==> src/rtl/factory_test_sequencer.sv <==
// Bring-up sequencer for board test: two debounced keys step through loopback,
// counter, walking-one and bidirectional pass-through output patterns.
module factory_test_sequencer #(
    parameter int DEBOUNCE = 4,
    parameter int PRESCALE = 16
) (
    input  logic       clk,
    input  logic       rst,
    input  logic       ena,
    input  logic [7:0] key_in,
    input  logic [7:0] ui_in,
    input  logic [7:0] uio_in,
    output logic [7:0] uo_out,
    output logic [7:0] uio_out,
    output logic [7:0] uio_oe,
    output logic [2:0] mode_o
);

    localparam logic [2:0] MODE_IDLE  = 3'd0;
    localparam logic [2:0] MODE_LOOP  = 3'd1;
    localparam logic [2:0] MODE_COUNT = 3'd2;
    localparam logic [2:0] MODE_WALK  = 3'd3;
    localparam logic [2:0] MODE_BIDIR = 3'd4;

    localparam int DW = (DEBOUNCE > 1) ? $clog2(DEBOUNCE) : 1;
    localparam int PW = $clog2(PRESCALE);

    logic [1:0] key_level;
    logic       unused_keys;

    assign unused_keys = ^key_in[7:2];

    // Per key: two-flop synchronizer followed by a consecutive-cycle debouncer.
    for (genvar gi = 0; gi < 2; gi++) begin : g_key
        logic          sync_a_reg;
        logic          sync_b_reg;
        logic          level_reg;
        logic [DW-1:0] cnt_reg;

        always_ff @(posedge clk or posedge rst) begin
            if (rst) begin
                sync_a_reg <= 1'b0;
                sync_b_reg <= 1'b0;
                level_reg  <= 1'b0;
                cnt_reg    <= '0;
            end else begin
                sync_a_reg <= key_in[gi];
                sync_b_reg <= sync_a_reg;
                if (sync_b_reg != level_reg) begin
                    if (cnt_reg == DW'(DEBOUNCE - 1)) begin
                        level_reg <= sync_b_reg;
                        cnt_reg   <= '0;
                    end else begin
                        cnt_reg <= cnt_reg + DW'(1);
                    end
                end else begin
                    cnt_reg <= '0;
                end
            end
        end

        assign key_level[gi] = level_reg;
    end

    logic          adv_prev_reg;
    logic          advance;
    logic          freeze;
    logic [2:0]    mode_reg;
    logic [2:0]    mode_next;
    logic          mode_change;
    logic [PW-1:0] presc_reg;
    logic          tick;
    logic [7:0]    counter_reg;
    logic [7:0]    walker_reg;
    logic [7:0]    walker_rev;

    assign advance     = key_level[0] & ~adv_prev_reg;
    assign freeze      = key_level[1];
    assign tick        = (presc_reg == PW'(PRESCALE - 1));
    assign mode_change = (mode_next != mode_reg);
    assign mode_o      = mode_reg;

    for (genvar gi = 0; gi < 8; gi++) begin : g_rev
        assign walker_rev[gi] = walker_reg[7-gi];
    end

    // ena low wins over everything, including an advance pulse in the same cycle.
    always_comb begin
        mode_next = mode_reg;
        if (!ena) begin
            mode_next = MODE_IDLE;
        end else begin
            case (mode_reg)
                MODE_IDLE:  mode_next = MODE_LOOP;
                MODE_LOOP:  if (advance) mode_next = MODE_COUNT;
                MODE_COUNT: if (advance) mode_next = MODE_WALK;
                MODE_WALK:  if (advance) mode_next = MODE_BIDIR;
                MODE_BIDIR: if (advance) mode_next = MODE_LOOP;
                default:    mode_next = MODE_IDLE;
            endcase
        end
    end

    always_ff @(posedge clk or posedge rst) begin
        if (rst) begin
            mode_reg     <= MODE_IDLE;
            adv_prev_reg <= 1'b0;
        end else begin
            mode_reg     <= mode_next;
            adv_prev_reg <= key_level[0];
        end
    end

    always_ff @(posedge clk or posedge rst) begin
        if (rst) begin
            presc_reg   <= '0;
            counter_reg <= 8'h00;
            walker_reg  <= 8'h01;
        end else if (mode_change) begin
            presc_reg <= '0;
            if (mode_next == MODE_COUNT) counter_reg <= 8'h00;
            if (mode_next == MODE_WALK)  walker_reg  <= 8'h01;
        end else if (!freeze) begin
            presc_reg <= tick ? '0 : presc_reg + PW'(1);
            if (tick && mode_reg == MODE_COUNT) counter_reg <= counter_reg + 8'd1;
            if (tick && mode_reg == MODE_WALK)  walker_reg  <= {walker_reg[6:0], walker_reg[7]};
        end
    end

    always_ff @(posedge clk or posedge rst) begin
        if (rst) begin
            uo_out  <= 8'h00;
            uio_out <= 8'h00;
            uio_oe  <= 8'h00;
        end else begin
            case (mode_reg)
                MODE_LOOP: begin
                    uo_out  <= ui_in;
                    uio_out <= ~ui_in;
                    uio_oe  <= 8'hFF;
                end
                MODE_COUNT: begin
                    uo_out  <= counter_reg;
                    uio_out <= counter_reg;
                    uio_oe  <= 8'hFF;
                end
                MODE_WALK: begin
                    uo_out  <= walker_reg;
                    uio_out <= walker_rev;
                    uio_oe  <= 8'hFF;
                end
                MODE_BIDIR: begin
                    uo_out  <= uio_in;
                    uio_out <= 8'h00;
                    uio_oe  <= 8'h00;
                end
                default: begin
                    uo_out  <= 8'h00;
                    uio_out <= 8'h00;
                    uio_oe  <= 8'h00;
                end
            endcase
        end
    end

endmodule

==> config.mk <==
export PLATFORM = sky130hd
export DESIGN_NAME = factory_test_sequencer
export DESIGN_NICKNAME = d
export VERILOG_FILES = /design/src/rtl/factory_test_sequencer.sv
export SDC_FILE = /design/constraint.sdc
export NUM_CORES = 1
export LEC_CHECK = 0
export CAP_MARGIN = 0
export CORE_MARGIN = 5
export CORE_UTILIZATION = 26
export CTS_CLUSTER_DIAMETER = 50
export CTS_CLUSTER_SIZE = 28
export DETAILED_ROUTE_END_ITERATION = 8
export GPL_TIMING_DRIVEN = 0
export REMOVE_ABC_BUFFERS = 1
export SLEW_MARGIN = 20
export SYNTH_ARGS = -nofsm -noshare
export SYNTH_HDL_FRONTEND = slang
export SYNTH_SLANG_ARGS = --single-unit
==> constraint.sdc <==
create_clock -name clk -period 1.82 [get_ports clk]
set_input_delay 0.273 -clock clk [delete_from_list [all_inputs] [get_ports clk]]
set_output_delay 0.273 -clock clk [all_outputs]
set_load 0.02 [all_outputs]
== Word-level counts from Yosys, hierarchy flattened ==
Cells that the tools add are included.
Storage, ports and cells
  flip-flop bits (word level): 58
  input bits: 27
  output and inout bits: 27
  logic and storage cells: 72
Cells by class
  add/subtract/negate cells: 4
  equal/unequal tests: 15
  mux-type cells: 24
  bitwise logic cells: 3
  reduce and logical (&&, ||, !) cells: 10
Operators with widths (number)
  $mux 8: 9
  $pmux 8 s4: 1
  $pmux 8 s3: 1
  $mux 3: 5
  $pmux 3 s5: 1
  $eq 3x2->1 const B: 4
  $mux 4: 3
  $add 8x1->8 const B: 1
  $mux 2: 4
  $not 8->8: 1
  $ne 2x1->1 const B: 3
  $reduce_and 3->1: 2
  $add 2x1->2 const B: 2
  $add 4x1->4 const B: 1
  $eq 2x2->1 const B: 2
  $eq 4x4->1 const B: 1
  $reduce_and 2->1: 2
  $reduce_bool 2->1: 2
  $eq 3x1->1 const B: 1
  $eq 3x3->1 const B: 1
  $logic_not 3->1: 1
  $ne 3x3->1: 1
  $reduce_or 3->1: 1
  $logic_and 1x1->1: 2
  other kinds (3): 4

== Depth between registers and ports, before layout ==
  word-level depth: 8
  depth in mapped cells: 6
  gate-level depth less buffers: 5

== Least setup slack after synthesis ==
No wires, ideal clock.
  path type: flip-flop to flip-flop
  start point: register mode_reg[0], in the netlist mode_o[0]
  end point: register counter_reg[5]
  library setup time: 0.078 ns
  data arrival time: 2.044 ns
  data required time: 1.742 ns
  slack: -0.302 ns
  stages on the path, launching flop included: 6
  buffers on the path: 1
  period minus slack after synthesis: 2.122 ns
  path through: dfrtp_1 buf_6 or3b_4 or4_1 or4_1 a21oi_1
Between the ends
  cells in the longest elaborated chain, start to end: 6
  elaborated cells between the ends (all ways): 19
  classes of those cells: 8 x eq/ne; 7 x mux; 4 x reduce/logical
Ends and longest elaborated chain
  start, declared: RTL line 68  | logic [2:0] mode_reg;
  start signal, assigned: RTL line 109  | mode_reg <= mode_next;
  $eq 3x3->1, or another cell as far along: RTL line 93  | case (mode_reg)
  $pmux 3 s5: RTL line 93
  $mux 3: RTL line 90  | if (!ena) begin
  $ne 3x3->1 or $eq 3x2->1 (tied branches): RTL line 80, 121
  $ne 2x1->1 (no line) or $reduce_bool 2->1 (tied branches)
  $reduce_and 3->1 (no line)
  end signal, assigned: RTL line 125  | if (tick && mode_reg == MODE_COUNT) counter_reg <= counter_reg + 8'd1;
  end, declared: RTL line 73  | logic [7:0] counter_reg;
Several ways; a longest one is shown, not always the timed one.
A chain may end at the register's enable or synchronous reset.

== Worst setup path in the final report ==
  start point: register mode_reg[0], in the netlist mode_o[0]
  end point: register counter_reg[7]
Same word-level chain as after synthesis.

==> impl_metrics.ini <==
[worst_setup_path]
crit_fanout = 4
crit_start = mode_o[0]
reg2reg_slack_ns = -0.22
r2r-start = mode_o[0]
cp_data_arrival_time_ns = 2.28
worstSetupEndpointType = flip-flop
crit_end = counter_reg[7]
r2r-end = counter_reg[7]
r2r_cells = 4
critPathLaunchType = flip-flop
critical_path_class = flip-flop to flip-flop
crit_required_ns = 2.07

[clock_network]
h-tree-depth = 2
cts-root-buf = clkbuf_8
clkTransAtPathRegs_ns = 0.11
worstSkewPairLatency_ns = 0.31
cts_hold_buf = 0
cts.sinks = 51
clk_path_buf_depth = 2
cts_buffers = 5
cts_tree = built

[logic_synthesis]
ys.warnings.count = 0
synth_area_um2 = 2630
ys_seq_area_frac = 0.485
yosysTopAreaCell = dfrtp_1
async_reset_ff_frac = 1.00
synth-seq-cells = 51
netlist_top_cells_area = dfrtp_1 (48%), mux2i_1 (9.1%), a21oi_1 (3.0%)
synth_cells = 262
synth_top_area_frac = 0.476
ys.flop_type = dfrtp_1
synth_edf_count = 0
ys_types = 41
synth.avg_cell_area_um2 = 10.0

[layout]
final_nets = 347
antenna-diode-count = 0
layout_common_cells = dfrtp_1 (45), clkdlybuf4s50_1 (44), mux2i_1 (24)
drive_above_1_share = 0.211
postLayoutCoreUtil = 0.368
final_common_cell = dfrtp_1
syn2layout_area_growth_pct = 37.4
fin_cells = 450

[detailed_routing]
drc = 0
first_iter_violations = 53
avgRoutedWirePerCell_um = 14.8
first_pass_iters = 4
vias = 2173
ant_nets = 0
via_per_inst = 4.83
drt-total-wl_um = 6650

[place]
detailedPlace.worstSlack_ns = -0.962
gp_congestion = 0.805
port_buffers = 47
dp.final_hpwl_um = 3850
dp.cells = 419

[global_route]
grt_pass1_vias = 2256
grt_pass1_wl_um = 11300
grt_usage = 0.109
grt_max_degree = 52
grt_antenna_before_repair = 0
grt-ovfl-total = 0

[floorplan]
rows = 36
die_area_um2 = 12200
pin_count = 54
start_util = 0.268
core_area_um2 = 9820
die_h_um = 111
fp.dieW_um = 111

[sta]
setup_viol = 6
slew_headroom = 0.567
post-route-period-util = 1.12
tightest_slew_ns = 0.649
drv_slew = 0
rsz0062_at_grt = yes
hold_viol = 0
min_period_ns = 2.04
finalClockSkew_ns = 0.0160
fmax_ghz = 0.491
final.setup.worst_slack_ns = -0.216

[outcome]
run_status = finished, violations left
violations = setup timing

[flow_run]
maxCapViolCount = 0

[worst_hold_path]
min_path_type = flip-flop to flip-flop

[pwr]
vdd_drop_max_v = 0.000367
power.density_nw_per_um2 = 1180
power_leakage_uw = 0.00155
## critical path, cell delays in order, from the launching register on
cell,delay [ns]
dfrtp_4,0.50
or3b_4,0.42
or4_4,0.52
or4_1,0.40
a21oi_1,0.13
## per-layer routing
layer  vias up  global-route usage  wire [um]
met1      1079               0.134       2890
met2        55               0.189       3400
met3         8              0.0268        243
met5         -                   0          0
li1       1031                   -          -
met4         0              0.0304        121
## power breakdown
part	total, uW	internal (uW)	switching, uW
clock network	705	311	394
logic	1900	920	979
registers	1680	1430	243
total	4280	2660	1620
## layout make-up
| cell class | instances | area [um2] |
|---|---|---|
| clock buffers | 6 | 82.6 |
| clock inverters | 2 | 16.3 |
| fillers | 1009 | 6200 |
| inverters | 14 | 55.1 |
| multi-input cells | 175 | 1330 |
| flip-flops and latches | 51 | 1290 |
| well taps | 133 | 166 |
| repair buffers | 69 | 678 |
## metrics by stage
stage	hold WS (ns)	cell area, um2	TNS (ns)	power, uW
global placement	0.335	3150	-56.55	3230
global route	0.364	3610	-1.12	4570
floorplan	0.304	2510	-8.75	2610
finish	0.356	3610	-0.699	4280
CTS	0.361	3500	-0.925	4230
detailed placement	0.339	3150	-14.76	3270
## worst min-delay path by stage
stage                   startpoint                   to  slack, ns  cells past startpoint
5_1_grt        g_key[0].sync_a_reg  g_key[0].sync_b_reg       0.36                      0
6_report       g_key[0].sync_a_reg  g_key[0].sync_b_reg       0.36                      0
3_3_place_gp   g_key[0].sync_a_reg  g_key[0].sync_b_reg       0.34                      0
3_5_place_dp   g_key[0].sync_a_reg  g_key[0].sync_b_reg       0.34                      0
2_1_floorplan            key_in[0]  g_key[0].sync_a_reg       0.30                      0
4_1_cts        g_key[0].sync_a_reg  g_key[0].sync_b_reg       0.36                      0
## what timing repair did
action,in CTS,in global routing
pin swaps,8,9
endpoints found under the hold margin,0,0
gates resized for setup,20,23
setup buffers,19,3
gates cloned,1,0
endpoints found under the setup margin,32,21
## synth_stat cells, types with 2 or more instances
| library cell | count |
|---|---|
| nand2b_1 | 5 |
| nor3_1 | 8 |
| clkbuf_1 | 14 |
| ha_1 | 4 |
| nand2_1 | 21 |
| inv_1 | 14 |
| o31ai_1 | 4 |
| or4_1 | 7 |
| dfrtp_1 | 50 |
| nor2b_1 | 10 |
| nand4b_1 | 4 |
| xor2_1 | 3 |
| o41ai_1 | 2 |
| nand4_1 | 2 |
| xnor2_1 | 3 |
| nand3_1 | 6 |
| o22ai_1 | 3 |
| mux2i_1 | 24 |
| nor2_1 | 15 |
| a211oi_1 | 6 |
| a22oi_1 | 8 |
| buf_4 | 7 |
| a21oi_1 | 16 |
| o21ai_0 | 6 |
| mux2_2 | 4 |
## logic make-up after synthesis
| group | count (synthesis) | share of synthesized area |
|---|---|---|
| flip-flops | 51 | 0.485 |
| buffers and inverters | 37 | 0.0656 |
| AND/OR/NAND/NOR | 84 | 0.171 |
| multiplexers | 29 | 0.113 |
| XOR/XNOR | 6 | 0.0200 |
| AO/OA/AOI/OAI | 51 | 0.126 |
| adder cells (fa/ha/maj) | 4 | 0.0190 |
No activity file was read; power rests on OpenSTA's default activity.
==> edit: new RTL, same settings <==
Register the input `key_in` before use, with the module's reset. The logic sees it one clock later. The other inputs are not delayed to match.
--- a/src/rtl/factory_test_sequencer.sv
+++ b/src/rtl/factory_test_sequencer.sv
@@ -25,10 +25,20 @@
     localparam int DW = (DEBOUNCE > 1) ? $clog2(DEBOUNCE) : 1;
     localparam int PW = $clog2(PRESCALE);
 
+    logic [7:0] key_q;
+
+    always_ff @(posedge clk or posedge rst) begin
+        if (rst) begin
+            key_q <= '0;
+        end else begin
+            key_q <= key_in;
+        end
+    end
+
     logic [1:0] key_level;
     logic       unused_keys;
 
-    assign unused_keys = ^key_in[7:2];
+    assign unused_keys = ^key_q[7:2];
 
     // Per key: two-flop synchronizer followed by a consecutive-cycle debouncer.
     for (genvar gi = 0; gi < 2; gi++) begin : g_key
@@ -44,7 +54,7 @@
                 level_reg  <= 1'b0;
                 cnt_reg    <= '0;
             end else begin
-                sync_a_reg <= key_in[gi];
+                sync_a_reg <= key_q[gi];
                 sync_b_reg <= sync_a_reg;
                 if (sync_b_reg != level_reg) begin
                     if (cnt_reg == DW'(DEBOUNCE - 1)) begin
Behaviour: not the same (Yosys sat finds a counterexample within 10 cycles, from zero or initial values and one cycle with rst high).
==> edit against the unedited design <==
  * The flow still finishes with violations (negative setup slack)
  * Critical path depth unchanged
  * Sequential cell count grew 2
  * Cell area grew 1.4%
  * Count of clock-buffer cells in the layout fell by 1
  * Synthesized area is 1.7% higher
  * Worst setup slack got worse by 56 ps
  * Routed wire length decreased by 4.7%
  * Power is 0.96% lower
  * Largest cell class is now sequential cells
==> edit: results (changes against the unedited design) <==
| Metric | Value |
|---|---|
| Drt first-iter violations | 93 (was 53) |
| HP Class | reg -> reg (unchanged) |
| Synth Area in Adders | 1.87% (was 1.90%) |
| Via-to-Cell Ratio | 4.73 (was 4.83) |
| Synth top cells by count | 52 x dfrtp_1, 23 x mux2i_1, 21 x nand2_1, 16 x a21oi_1, 16 x nor2_1 (was 50 x dfrtp_1, 24 x mux2i_1, 21 x nand2_1, 16 x a21oi_1, 15 x nor2_1) |
| Placed Area | 3210 sq um (was 3150 sq um) |
| Reg clk slew, reported paths | 100 ps |
| Synth Area in Compound Gates | 13.2% (was 12.6%) |
| Dpl hpwl | 3.80 mm (was 3.85 mm) |
| CP arrival | 2330 ps (was 2280 ps) |
| Diode count | 0 (unchanged) |
| Post-synthesis xor/xnor area fraction | 1.31% (was 2.00%) |
| Kind of cell adding the most delay to the critical path | simple AND/OR/NAND/NOR gates (unchanged) |
| Part of the power in combinational logic | 40.4% (was 44.4%) |
| Post-synthesis cell type count | 41 (unchanged) |
| Vias in the first global route | 2080 (was 2256) |
| Gr usage total | 9.98% (was 10.9%) |
| First-pass GRT wire length | 10.4 mm (was 11.3 mm) |
| Placer Congestion | 0.841 (was 0.805) |
| Initial antenna violation count | 0 (unchanged) |
| Crit Path Max Fanout | 5 (was 4) |
| Skew-Pair Late Insertion Delay | 310 ps (about the same) |
| Number of port buffers | 47 (unchanged) |
| WL/cell | 13.8 um (was 14.8 um) |
| Clk buf depth | 2 (unchanged) |
| DRT Pass-1 Iters | 4 (unchanged) |
| Sw Ratio | 34.5% (was 37.8%) |
| CTS Root Cell | clkbuf_8 (unchanged) |
| H-tree depth | 2 (unchanged) |
| Share of post-route cells with drive strength above 1 | 20.4% (was 21.1%) |
| Setup violators final | 3 (was 6) |
| Layout Nets | 353 (was 347) |
| Top cells by area, synth | dfrtp_1 49%, mux2i_1 8.6%, a21oi_1 3.0% (was dfrtp_1 48%, mux2i_1 9.1%, a21oi_1 3.0%) |
| Least-Margin Pin Slew | 644 ps (was 649 ps) |
| Cell leakage power | 1.60 nW (was 1.55 nW) |
| Peak supply drop | 0.470 mV (was 0.367 mV) |
| Final WS setup | -272 ps (was -216 ps) |
| Max Clock Skew | 11.2 ps (was 16.0 ps) |
| Slowest CP cell | or4_4 (unchanged) |
| Clk pwr share | 22.7% (was 16.5%) |
| FILL cells | 1043 (was 1009) |
| Synth warnings | 0 (unchanged) |
| Post-synthesis mux area share | 11.1% (was 11.3%) |
| Failing checks | negative setup slack (unchanged) |
| Seq/Total Area, Yosys | 49.6% (was 48.5%) |
| Post-synthesis async set-or-reset flop share | 100% (unchanged) |
| Slowest Stage Delay on Critical Path | 530 ps |
| CTS buffer count | 5 (unchanged) |
| Pin count of the biggest net entering global routing | 54 (was 52) |
| Setup WS pre-CTS | -993 ps (was -962 ps) |
| Outcome | finished, violations left (unchanged) |
| Fin Setup TNS | -715 ps (was -699 ps) |
## edit: cell count changes after synthesis, sizes merged, moves of 2 or more
cell    delta
clkbuf     -3
a311oi     +2
buf        +2
dfrtp      +2
nor3       -2
xor2       -2
## edit: final timing paths
kind / from / to / slack, ps / cells after the start
setup / recovery: mode_o[0]$_DFF_PP0_ / counter_reg[6]$_DFFE_PP0P_ / -270 / 4
hold / removal: key_q[1]$_DFF_PP0_ / g_key[1].sync_a_reg$_DFF_PP0_ / 360 / 0
setup reg to reg: mode_o[0]$_DFF_PP0_ / counter_reg[6]$_DFFE_PP0P_ / -270 / 4
hold reg to reg: key_q[1]$_DFF_PP0_ / g_key[1].sync_a_reg$_DFF_PP0_ / 360 / 0
max in group asynchronous: rst / mode_o[1]$_DFF_PP0_ / 930 / 2
min in group asynchronous: rst / uio_oe[6]$_DFF_PP0_ / 400 / 2
## edit: metal layers
metal	global-route usage (%)	wire length [um]
met5	0	0
met4	2.60	120
met3	2.72	249
met2	17.4	3210
met1	12.2	2760
## edit: final cells by class
type	count	share of cell area [%]
clock buffer	5	1.88
inverter	14	1.50
multi-input combinational	175	35.2
timing repair buffer	73	18.3
clock inverter	3	1.88
tap	136	4.64
sequential	53	36.6
## edit: through the flow
step / power [mW] / utilization, % / cells
floorplan: 2.41 / - / 242
global placement: 2.99 / 31.5 / 425
detailed placement: 3.02 / 31.5 / 425
CTS: 4.10 / 34.4 / 450
global route: 4.49 / 36.0 / 459
finish: 4.24 / 36.0 / 459
## edit: worst register-to-register path, delay by kind of cell, from the launching register on
kind               cells  cell delay (ps)
DFF                    1              520
AOI/OAI and AO/OA      1              120
and+or+nand+nor        3             1390
## edit: repair_timing
action                     4_1_cts  5_1_grt
setup endpoints to repair       32        9
pin swaps                        5        6
buffers inserted                17        9
hold buffers                     0        0
gates resized for setup         14       23
